## config.mk

```make
export PLATFORM = sky130hd
export DESIGN_NAME = uart_tx
export DESIGN_NICKNAME = d
export VERILOG_FILES = /design/src/rtl/uart_pkg.sv /design/src/rtl/uart_baud_tick.sv /design/src/rtl/uart_tx.sv
export SDC_FILE = /design/constraint.sdc
export NUM_CORES = 1
export LEC_CHECK = 0
export ABC_AREA = 1
export CORE_MARGIN = 2
export CORE_UTILIZATION = 40
export CTS_CLUSTER_SIZE = 12
export DETAILED_ROUTE_END_ITERATION = 8
export SYNTH_ARGS = -nofsm -noshare
export SYNTH_HDL_FRONTEND = slang
export SYNTH_SLANG_ARGS = --single-unit
```

## constraint.sdc

```tcl
create_clock -name clk -period 1.85 [get_ports clk]
set_input_delay 0.37 -clock clk [delete_from_list [all_inputs] [get_ports clk]]
set_output_delay 0.37 -clock clk [all_outputs]
set_load 0.005 [all_outputs]
```

## src/rtl/uart_pkg.sv

```systemverilog
// Shared UART definitions: FSM state encoding, parity modes and default bit timing.
// Used by uart_tx and the planned uart_rx.
package uart_pkg;

  typedef enum logic [2:0] {
    ST_IDLE,
    ST_LOAD,
    ST_START,
    ST_DATA,
    ST_PARITY,
    ST_STOP
  } uart_state_t;

  localparam int PARITY_NONE = 0;
  localparam int PARITY_EVEN = 1;
  localparam int PARITY_ODD  = 2;

  // 12 MHz clk at 115200 baud
  localparam int DEFAULT_CLKS_PER_BIT = 104;

  // Zero-extension of narrower words leaves the XOR unchanged; words must be <= 32 bits.
  function automatic logic calc_parity(input logic [31:0] data, input int mode);
    return (mode == PARITY_ODD) ? ~(^data) : ^data;
  endfunction

endpackage

```

## src/rtl/uart_baud_tick.sv

```systemverilog
// Bit-period timer: counts 0..CLKS_PER_BIT-1 and pulses tick on the last count.
// clear restarts the bit period so each new state gets a full period.
module uart_baud_tick
  import uart_pkg::*;
#(
  parameter int CLKS_PER_BIT = DEFAULT_CLKS_PER_BIT
) (
  input  logic clk,
  input  logic rst,
  input  logic clear,
  output logic tick
);

  localparam int CW = (CLKS_PER_BIT > 1) ? $clog2(CLKS_PER_BIT) : 1;

  logic [CW-1:0] cnt;

  assign tick = (cnt == CW'(CLKS_PER_BIT - 1));

  always_ff @(posedge clk) begin
    if (!rst || clear || tick) begin
      cnt <= '0;
    end else begin
      cnt <= cnt + CW'(1);
    end
  end

endmodule

```

## src/rtl/uart_tx.sv

```systemverilog
// UART transmitter draining the TX FIFO: start bit, LSB-first data, optional parity, stop bit(s).
//
//   state     | meaning
//   ST_IDLE   | line high, waiting for fifo_empty low
//   ST_LOAD   | one cycle: capture head word, compute parity, pop FIFO
//   ST_START  | start bit (low) for one bit period
//   ST_DATA   | WIDTH data bits, LSB first
//   ST_PARITY | parity bit (only when PARITY != PARITY_NONE)
//   ST_STOP   | STOP_BITS high bit periods; last cycle chains to LOAD or IDLE
module uart_tx
  import uart_pkg::*;
#(
  parameter int WIDTH        = 8,
  parameter int CLKS_PER_BIT = DEFAULT_CLKS_PER_BIT,
  parameter int PARITY       = PARITY_NONE,
  parameter int STOP_BITS    = 1
) (
  input  logic             clk,
  input  logic             rst,
  input  logic [WIDTH-1:0] fifo_data,
  input  logic             fifo_empty,
  output logic             fifo_rd,
  output logic             tx,
  output logic             busy
);

  localparam int BW = $clog2(WIDTH) + 1;

  uart_state_t      state, state_next;
  logic [WIDTH-1:0] shift, shift_next;
  logic [BW-1:0]    bit_cnt, bit_cnt_next;
  logic             par, par_next;
  logic             tx_next;
  logic             tick;
  logic             clear;

  uart_baud_tick #(
    .CLKS_PER_BIT(CLKS_PER_BIT)
  ) u_baud_tick (
    .clk  (clk),
    .rst  (rst),
    .clear(clear),
    .tick (tick)
  );

  assign fifo_rd = (state == ST_LOAD);
  assign busy    = (state != ST_IDLE);

  always_ff @(posedge clk) begin
    if (!rst) begin
      state   <= ST_IDLE;
      shift   <= '0;
      bit_cnt <= '0;
      par     <= 1'b0;
      tx      <= 1'b1;
    end else begin
      state   <= state_next;
      shift   <= shift_next;
      bit_cnt <= bit_cnt_next;
      par     <= par_next;
      tx      <= tx_next;
    end
  end

  always_comb begin
    state_next   = state;
    shift_next   = shift;
    bit_cnt_next = bit_cnt;
    par_next     = par;
    tx_next      = 1'b1;
    clear        = 1'b0;

    case (state)
      ST_IDLE: begin
        if (!fifo_empty) state_next = ST_LOAD;
      end
      ST_LOAD: begin
        shift_next = fifo_data;
        par_next   = calc_parity(32'(fifo_data), PARITY);
        state_next = ST_START;
      end
      ST_START: begin
        if (tick) state_next = ST_DATA;
      end
      ST_DATA: begin
        if (tick) begin
          if (bit_cnt == BW'(WIDTH - 1)) begin
            state_next = (PARITY != PARITY_NONE) ? ST_PARITY : ST_STOP;
          end else begin
            shift_next   = shift >> 1;
            bit_cnt_next = bit_cnt + BW'(1);
          end
        end
      end
      ST_PARITY: begin
        if (tick) state_next = ST_STOP;
      end
      ST_STOP: begin
        if (tick) begin
          if (bit_cnt == BW'(STOP_BITS - 1)) begin
            state_next = fifo_empty ? ST_IDLE : ST_LOAD;
          end else begin
            bit_cnt_next = bit_cnt + BW'(1);
          end
        end
      end
      default: state_next = ST_IDLE;
    endcase

    // Every state starts with a fresh bit period and bit count.
    if (state_next != state) begin
      bit_cnt_next = '0;
      clear        = 1'b1;
    end
    if (state == ST_IDLE) clear = 1'b1;

    // tx is registered from the upcoming state so the pin never glitches.
    case (state_next)
      ST_START:  tx_next = 1'b0;
      ST_DATA:   tx_next = shift_next[0];
      ST_PARITY: tx_next = par_next;
      default:   tx_next = 1'b1;
    endcase
  end

endmodule

```

=== Word-level counts from Yosys, hierarchy flattened ===
Index checks and enable logic that the tools add are counted.

* Register bits after elaboration: 24
* Latch bits: 0
* RAM bits: 0
* Bits in read-only memories: 0
* Output and inout bits: 3
* Memories: 0

* Add/subtract/negate cells: 2
* Multiply operators: 0
* Div/mod/pow operators: 0
* Magnitude comparators: 0
* Eq/ne operators: 15
* Shift-type cells: 0
* Mux-type cells: 21
* Bitwise gates (word level): 1
* Reduce and logical (&&, ||, !) cells: 12

{| class="wikitable"
|+ Operators by type and width
! kind !! number
|-
| 32-bit parity || 1
|-
| 3-bit two-way mux || 7
|-
| 3-bit one-hot mux with 6 select lines || 1
|-
| 4-bit two-way mux || 4
|-
| 8-bit two-way mux || 2
|-
| 8-bit one-hot mux with 2 select lines || 1
|-
| 3-bit by 2-bit equality test with 1-bit output, second input constant || 4
|-
| 3-bit equality test, second input constant || 3
|-
| 4-bit one-hot mux with 2 select lines || 1
|-
| 7-bit by 1-bit adder with 7-bit output, second input constant || 1
|-
| 7-bit equality test, second input constant || 1
|-
| 5-bit AND reduction || 1
|-
| 4-bit by 1-bit adder with 4-bit output, second input constant || 1
|-
| 4-bit by 3-bit equality test with 1-bit output, second input constant || 1
|-
| 4-bit logical NOT || 1
|-
| 1-bit two-way mux || 4
|-
| 2-bit by 1-bit != test with 1-bit output, second input constant || 2
|-
| 2-bit != test, second input constant || 2
|-
| 2-bit nonzero test || 2
|-
| 3-bit by 1-bit equality test with 1-bit output, second input constant || 1
|-
| 3-bit logical NOT || 1
|-
| 3-bit != test || 1
|-
| 1-bit one-hot mux with 3 select lines || 1
|-
| 3-bit AND reduction || 1
|-
| other kinds (5) || 6
|}

=== Logic depth before layout (Yosys ltp) ===
Gate-level depths: netlist (run 1).

* Depth in word-level cells: 9
* Depth in mapped cells: 11

=== Modules after synthesis ===
From an unflattened synthesis (run 1), not the netlist that was laid out.

* Cells, all modules: 208
* Area, all modules: 1436.4 µm²

{| class="wikitable"
|+ Modules (own cells, without submodules)
! module !! instances !! cells an instance !! area each (µm²)
|-
| uart_tx || 1 || 160 || 1068.5
|-
| uart_baud_tick || 1 || 48 || 367.9
|}

=== Worst setup path before layout (run 1) ===
OpenSTA, ideal clock, no wires.

* Path kind: reg-to-reg
* Start point: register u_baud_tick.cnt[0]
* End point: register bit_cnt[3]
* Setup time: 0.117 ns
* Data arrival time: 1.336 ns
* Data required time: 1.733 ns
* Setup slack: 0.396 ns
* Cell stages (with the launch flop): 10
* Period minus slack after synthesis: 1.454 ns
* Cell sequence: dfxtp_1 > ha_1 > nand2_1 > nor2_2 > nand2_1 > nor2_1 > nand3_1 > xor2_1 > inv_1 > nor2_1

* Cells in the longest elaborated chain, start to end: 5
* Elaborated cells on any way between the ends: 11
* Those cells by class: eq/ne (4); mux (5); reduce/logical (2)

{| class="wikitable"
|+ RTL lines
! what !! RTL line !! source
|-
| start, declared || uart_baud_tick.sv:16 || <nowiki>logic [CW-1:0] cnt;</nowiki>
|-
| start signal, assigned || uart_baud_tick.sv:24 || <nowiki>cnt <= cnt + CW'(1);</nowiki>
|-
| 7-bit equality test (*) || uart_baud_tick.sv:18 || <nowiki>assign tick = (cnt == CW'(CLKS_PER_BIT - 1));</nowiki>
|-
| 3-bit two-way mux, on equally long branches || n/a ||
|-
| 3-bit one-hot mux with 6 select lines || uart_tx.sv:73 || <nowiki>case (state)</nowiki>
|-
| 3-bit != test || uart_tx.sv:111 || <nowiki>if (state_next != state) begin</nowiki>
|-
| 2-bit OR reduction (no source line) || n/a ||
|-
| end signal, assigned || uart_tx.sv:59 || <nowiki>bit_cnt <= bit_cnt_next;</nowiki>
|-
| end, declared || uart_tx.sv:31 || <nowiki>logic [BW-1:0] bit_cnt, bit_cnt_next;</nowiki>
|}

Every way passes the cells marked *; elsewhere a longest branch is shown, timed or not.
A chain may end at the register's enable or synchronous reset.

=== Final worst setup path (run 1) ===
* Start point: register state[0]
* End point: output busy

* Cells in the longest elaborated chain, start to end: 1

{| class="wikitable"
|+ RTL lines
! what !! RTL line !! source
|-
| start, declared || uart_tx.sv:29 || <nowiki>uart_state_t state, state_next;</nowiki>
|-
| start signal, assigned || uart_tx.sv:57 || <nowiki>state <= state_next;</nowiki>
|-
| 3-bit nonzero test || uart_tx.sv:47 || <nowiki>assign busy = (state != ST_IDLE);</nowiki>
|-
| end, declared || uart_tx.sv:24 || <nowiki>output logic busy</nowiki>
|}

Every way passes these cells.

==> results of run 1 <==
==> power by group through the flow <==
stage | combinational [mW] | sequential, mW | clock [mW]
after floorplan | 0.0991 | 0.557 | 0
after global placement | 0.158 | 0.560 | 0
after detailed placement | 0.162 | 0.560 | 0
after CTS | 0.171 | 0.550 | 0.397
after global routing | 0.200 | 0.553 | 0.422
final | 0.177 | 0.550 | 0.383
==> stage by stage <==
step / hold slack, ns / instances / worst slack (ns)
floorplan: 0.418 / 200 / 0.396
global placement: 0.430 / 260 / 0.192
detailed placement: 0.444 / 260 / 0.144
CTS: 0.464 / 267 / 0.0133
global route: 0.490 / 267 / 0.00604
finish: 0.457 / 267 / 0.101
==> cell usage after synthesis <==
cell	number	share of area (%)
nand4_1	3	1.4
a22oi_1	1	0.57
o21ai_0	1	0.38
or2_2	1	0.47
nand3_2	1	0.76
inv_1	24	6.8
a31oi_1	6	2.8
a21o_1	1	0.57
nand4_2	1	0.95
nor3_1	3	1.1
o21ai_1	2	0.76
a21oi_1	8	3.0
nor2_2	2	0.95
o211ai_1	1	0.57
a21oi_2	1	0.66
dfxtp_1	24	36
xnor2_1	2	1.3
xor2_1	7	4.6
o21bai_1	1	0.57
ha_1	3	2.8
nand3_1	23	8.7
inv_2	7	2.0
nor2_1	27	7.7
nand2_1	49	14
clkinv_1	1	0.28
==> worst paths after layout <==
kind	from	endpoint	slack (ns)	cells past startpoint
min	u_baud_tick.cnt[0]$_SDFF_PP0_	u_baud_tick.cnt[0]$_SDFF_PP0_	0.46	1
max reg2reg	u_baud_tick.cnt[0]$_SDFF_PP0_	u_baud_tick.cnt[0]$_SDFF_PP0_	0.22	9
max	state[0]$_SDFF_PN0_	busy	0.10	3
min reg2reg	u_baud_tick.cnt[0]$_SDFF_PP0_	u_baud_tick.cnt[0]$_SDFF_PP0_	0.46	1
==> repair_timing <==
item	CTS	global route
buffers inserted	3	0
cloned	0	0
pin swaps	0	0
resized for setup	7	8
endpoints found under the setup margin	2	11
==> metal layers <==
metal  share of wire, %  wire, µm  GRT usage (%)
met1                 47      1320           19.3
met2                 47      1320           29.5
met3                4.0       111           4.41
met4                1.4        38           6.69
met5                  0         0              0
==> cell type report <==
| cell class | instances | share of cell area, % |
|---|---|---|
| Tap cell | 44 | 3.32 |
| Clock buffer | 3 | 1.36 |
| Timing Repair Buffer | 19 | 10.7 |
| Clock inverter | 1 | 1.81 |
| Multi-Input combinational cell | 144 | 45.7 |
| Sequential cell | 24 | 29.5 |
| Inverter | 32 | 7.55 |
==> registers in the layout (all words and copies together) (netlist names) <==
signal	count
u_baud_tick.cnt	7
state	3
shift	8
tx	1
par	1
bit_cnt	4
==> kinds of logic (layout without fill, tap and decap cells) <==
kind of cell             Yosys count  in the layout
flip-flops                        24             24
buffers and inverters             32             55
AND/OR/NAND/NOR                  110            110
adder cells (fa/ha/maj)            3              3
AO/OA/AOI/OAI                     22             22
XOR/XNOR                           9              9
==> results.md, run 1 <==
* Final setup TNS at 0 ns
* Clock network power share at between 30% and 40%
* Tmin final at about 1.7 ns
* Peak ir drop on the vdd network at between 0.6 and 0.7 mV
* Top delay family on crit path: buffers and inverters
* Pin count of the biggest net entering global routing at 15
* Reg clk slew, reported paths at 0.14 ns
* Gr ovfl total at 0
* All-Layer GR Usage at ~17%
* Max clock buf depth at 2
* WL per Instance at about 10 µm
* Via count at 1318
* Slew at the pin with the worst max-slew slack at around 0.36 ns
* Comb power frac at around 16%
* Sequential area share after synthesis at 36.3%
* Yosys Warn Count at 0
* Buffers on Ports at 13
* Die Y at a little over 60 µm
* Most common cell after layout, fill and taps aside: nand2_1
* Cell area after layout at ~1700 µm²
* Fill count at roughly 340
* Area grow syn2layout at 25.1%
* Syn nets at approximately 210
* Multi-input gate area at 757 µm²
* Crit share post-route at 94.5%
* Switching Power at 0.272 mW
* Netlist Area Pre-Place at between 1000 and 1500 µm²
* Status: finished, final reports clean
* Total Power at about 1.1 mW
* Worst EP required at 1.48 ns
* Commonest non-fill, non-tap cells in the layout: nand2_1 (48), nor2_1 (25), inv_1 (24)
* DIE WIDTH at roughly 62 µm
* Initial antenna violation count at 0
* RSZ-0062 raised after global routing: false
* Hold Crit Class: reg -> reg
* Adder-cell area share of the yosys netlist at 2.84%
* HPWL Detailed at approximately 2200 µm
* Slew HR at between 70% and 80%
* CTS tree: yes
* Final Util at a little over half
* Drt initial violations at 23
* Clk Latency, worst-skew pair at 0.32 ns
* Post-layout nets at 238
* Post-Syn Instances at 200
* Number of H-tree levels at 1
* CP peak stage delay at 0.50 ns
* Die area at ~3800 µm²
* Critical Path AT at around 1.4 ns
* Initial Util at roughly 43%
* Leakage at around 0.70 nW
* Hold Vio Cnt, Final at 0
* Clk root buf: clkbuf_4
* Xor/xnor share of the synthesized area at between 5 and 6%
* Hold buffer count at cts at 0
* Number of library cell types mapped by synthesis at 25
* Post-synthesis mux area share at 0%
* Ant diodes at 0
* Largest family of logic cells by synthesized area: simple AND/OR/NAND/NOR gates
* Reg power frac at 49.6%
* Cell-internal power at 0.838 mW
* Final Max Slew Viols at 0
* CP Buf/Inv Count at 1
* Worst Path Max Fanout at 6
* # rows at 20
* Max-cap violation count at 0
* Number of buffers created by CTS at 3
* Slowest cell on the critical path: clkdlybuf4s50_1
* Routability cong. at slightly above 0.9
* Total wire length at roughly 2800 µm
* Worst Skew at between 0.009 and 0.01 ns
* Synth Area in Compound Gates at about a tenth
* Type of element launching the critical path: flop
* Placed Area at 1530 µm²
* I/O Pins at 14
* PwrDens at 670 nW/µm²
* Vias in the first global route at roughly 1200
* Crit-path cells: nor2_4 > nand2_1 > clkdlybuf4s50_1
* Simple-Gate Fraction of Synth Area at a little over a third
* Syn Area/Cell at 6.62 µm²
* Share of layout cells above drive strength 1 at 13.5%
* Final setup fails at 0
* Global-route wire length before repair at approximately 4800 µm
* Switching share of power at around a quarter
* Clk sink count at 24
* Final ANT Viol Nets at 0
* Max frequency at ~570 MHz
* Crit end category: output port
* Via/cell ratio at a little under 5
* Crit Path Category: reg -> out
* Drc violations at 0
* Synthesized flop and latch total at 24
* First-pass iteration count of the detailed router at 4
* Core region area at 3100 µm²
* Register area at 489 µm²
(Power assumes the default switching activity.)
==> run 2: changes to the inputs <==
==> constraint.sdc (replaced) <==
create_clock -name clk -period 1.6 [get_ports clk]
set_input_delay 0.32 -clock clk [delete_from_list [all_inputs] [get_ports clk]]
set_output_delay 0.32 -clock clk [all_outputs]
set_load 0.02 [all_outputs]
==> run 2 against run 1 <==
  * Die area stayed put
  * First-iteration DRC count grew 130%
  * Sequential share of layout area decreased by 3.0 points
  * Worst hold slack improved by 0.018 ns
  * Clock skew shrank 0.0087 ns
  * Worst setup slack worse by 0.021 ns
  * Critical endpoint unchanged
  * Largest power group unchanged
==> results.md, run 2 (same netlist as run 1, synthesis figures left out) <==
* Placed Area at about 1600 µm²
* Final ANT Viol Nets at 0
* Share of layout cells above drive strength 1 at roughly 29%
* Worst EP required at 1.28 ns
* PwrDens at between 700 and 800 nW/µm²
* Ant diodes at 0
* Hold Crit Class: reg -> reg
* Crit end category: output port
* Peak ir drop on the vdd network at roughly 0.55 mV
* Final setup TNS at 0 ns
* Total wire length at roughly 3200 µm
* Worst Hold Path EP: shift[3]$_SDFFE_PN0P_
* Final setup fails at 0
* Largest Register: shift
* Routability cong. at around 0.95
* Max-cap violation count at 0
* Post-layout nets at 250
* I/O Pins at 14
* Hold Vio Cnt, Final at 0
* CTS tree: yes
* Critical Path AT at roughly 1.2 ns
* Placed Cells incl. Taps at roughly 270
* Die area at 3790 µm²
* Core region area at 3100 µm²
* Reg2reg setup slack at approximately 0.10 ns
* Buffers on Ports at 13
* Slowest cell on the critical path: dfxtp_1
* Worst Path Max Fanout at 8
* Pre-CTS setup slack at -0.0589 ns
* Number of buffers created by CTS at 3
* Number of H-tree levels at 1
* Cell area after layout at 1850 µm²
* Crit Reg-Reg Startpoint: bit_cnt[1]$_SDFFE_PP0P_
* HPWL Detailed at 2290 µm
* Max clock buf depth at 2
* Die Y at between 60 and 70 µm
* Min-delay src: shift[3]$_SDFFE_PN0P_
* Pin count of the biggest net entering global routing at 15
* Commonest non-fill, non-tap cells in the layout: nand2_1 (43), inv_1 (22), nor2_1 (19)
* Total Power at 1.31 mW
* Clk sink count at 24
* R2r worst-path depth at 7
* Hold buffer count at cts at 0
* Clk Latency, worst-skew pair at between 0.3 and 0.4 ns
* Gr ovfl total at 0
* Area grow syn2layout at 39.6%
* Vias in the first global route at between 1000 and 1500
* Slew at the pin with the worst max-slew slack at about 0.32 ns
* Worst hold slack at between 0.4 and 0.5 ns
* Drt initial violations at 53
* WHS Path Cells at 2
* Setup ws final at ~0.08 ns
* First-pass iteration count of the detailed router at 4
* Global-route wire length before repair at roughly 5000 µm
* Drc violations at 0
* CP Buf/Inv Count at 2
* Tmin final at between 1.5 and 2 ns
* WL per Instance at 11.5 µm
* All-Layer GR Usage at around 18%
* Most common cell after layout, fill and taps aside: nand2_1
* Via count at 1361
* Number of flip-flops in the largest register at 8
* Crit Path Category: reg -> out
* Type of element launching the critical path: flop
* CP peak stage delay at 0.38 ns
* Reg2reg end: u_baud_tick.cnt[6]$_SDFF_PP0_
* Status: finished, final reports clean
* Top delay family on crit path: buffers and inverters
* Via/cell ratio at between 4 and 5
* Worst Skew at roughly 0.00065 ns
* # rows at 20
* Reg clk slew, reported paths at approximately 0.13 ns
* Final Max Slew Viols at 0
* Crit share post-route at 95.0%
* Final Util at about three fifths
* Max frequency at roughly 660 MHz
* Crit-path cells: inv_2 > nand2_1 > clkdlybuf4s15_1
* Initial Util at ~43%
* Initial antenna violation count at 0
* Slew HR at 78.6%
* Biggest regs: shift (8), u_baud_tick.cnt (7), bit_cnt (4)
* Non-filler cells, final at between 200 and 300
* Leakage at between 0.7 and 0.8 nW
* Clk root buf: clkbuf_4
* DIE WIDTH at just over 60 µm
[run 2: layout make-up]
cell class | instances | area, µm²
clock inverter | 1 | 30.0
sequential | 24 | 490
clock buffer | 3 | 22.5
multi-input combinational | 144 | 867
fill | 302 | 1250
tap | 44 | 55.1
inverter | 32 | 120
timing repair buffer | 31 | 263
[run 2: layer usage]
metal | routed length (µm) | GRT usage [%]
met1 | 1460 | 21.9
met2 | 1580 | 30.7
met3 | 131 | 4.41
met4 | 26 | 6.08
met5 | 0 | 0
[run 2: worst register-to-register path, delay by kind of cell (launching register included)]
kind	cells	cell delay (ns)
fa+ha+maj	1	0.22
flops	1	0.39
simple gates	6	0.86
[run 2: worst max path at each step]
| stage | cells past startpoint | endpoint | from |
|---|---|---|---|
| after floorplan | 9 | bit_cnt[3]$_SDFFE_PP0P_ | u_baud_tick.cnt[0]$_SDFF_PP0_ |
| after global placement | 9 | par$_SDFF_PN0_ | fifo_data[0] |
| after detailed placement | 9 | par$_SDFF_PN0_ | fifo_data[0] |
| after CTS | 9 | u_baud_tick.cnt[6]$_SDFF_PP0_ | u_baud_tick.cnt[0]$_SDFF_PP0_ |
| after global routing | 7 | u_baud_tick.cnt[3]$_SDFF_PP0_ | bit_cnt[1]$_SDFFE_PP0P_ |
| final | 3 | busy | state[2]$_SDFF_PN0_ |
[run 2: where the power goes]
group          internal [mW]  switching (mW)
combinational          0.111           0.127
clock                  0.253           0.188
sequential             0.620          0.0155
[run 2: timing repair]
item	4_1_cts	5_1_grt
setup buffers	0	2
hold endpoints to repair	0	0
endpoints found under the setup margin	12	22
resized for setup	6	43
pin swaps	0	11
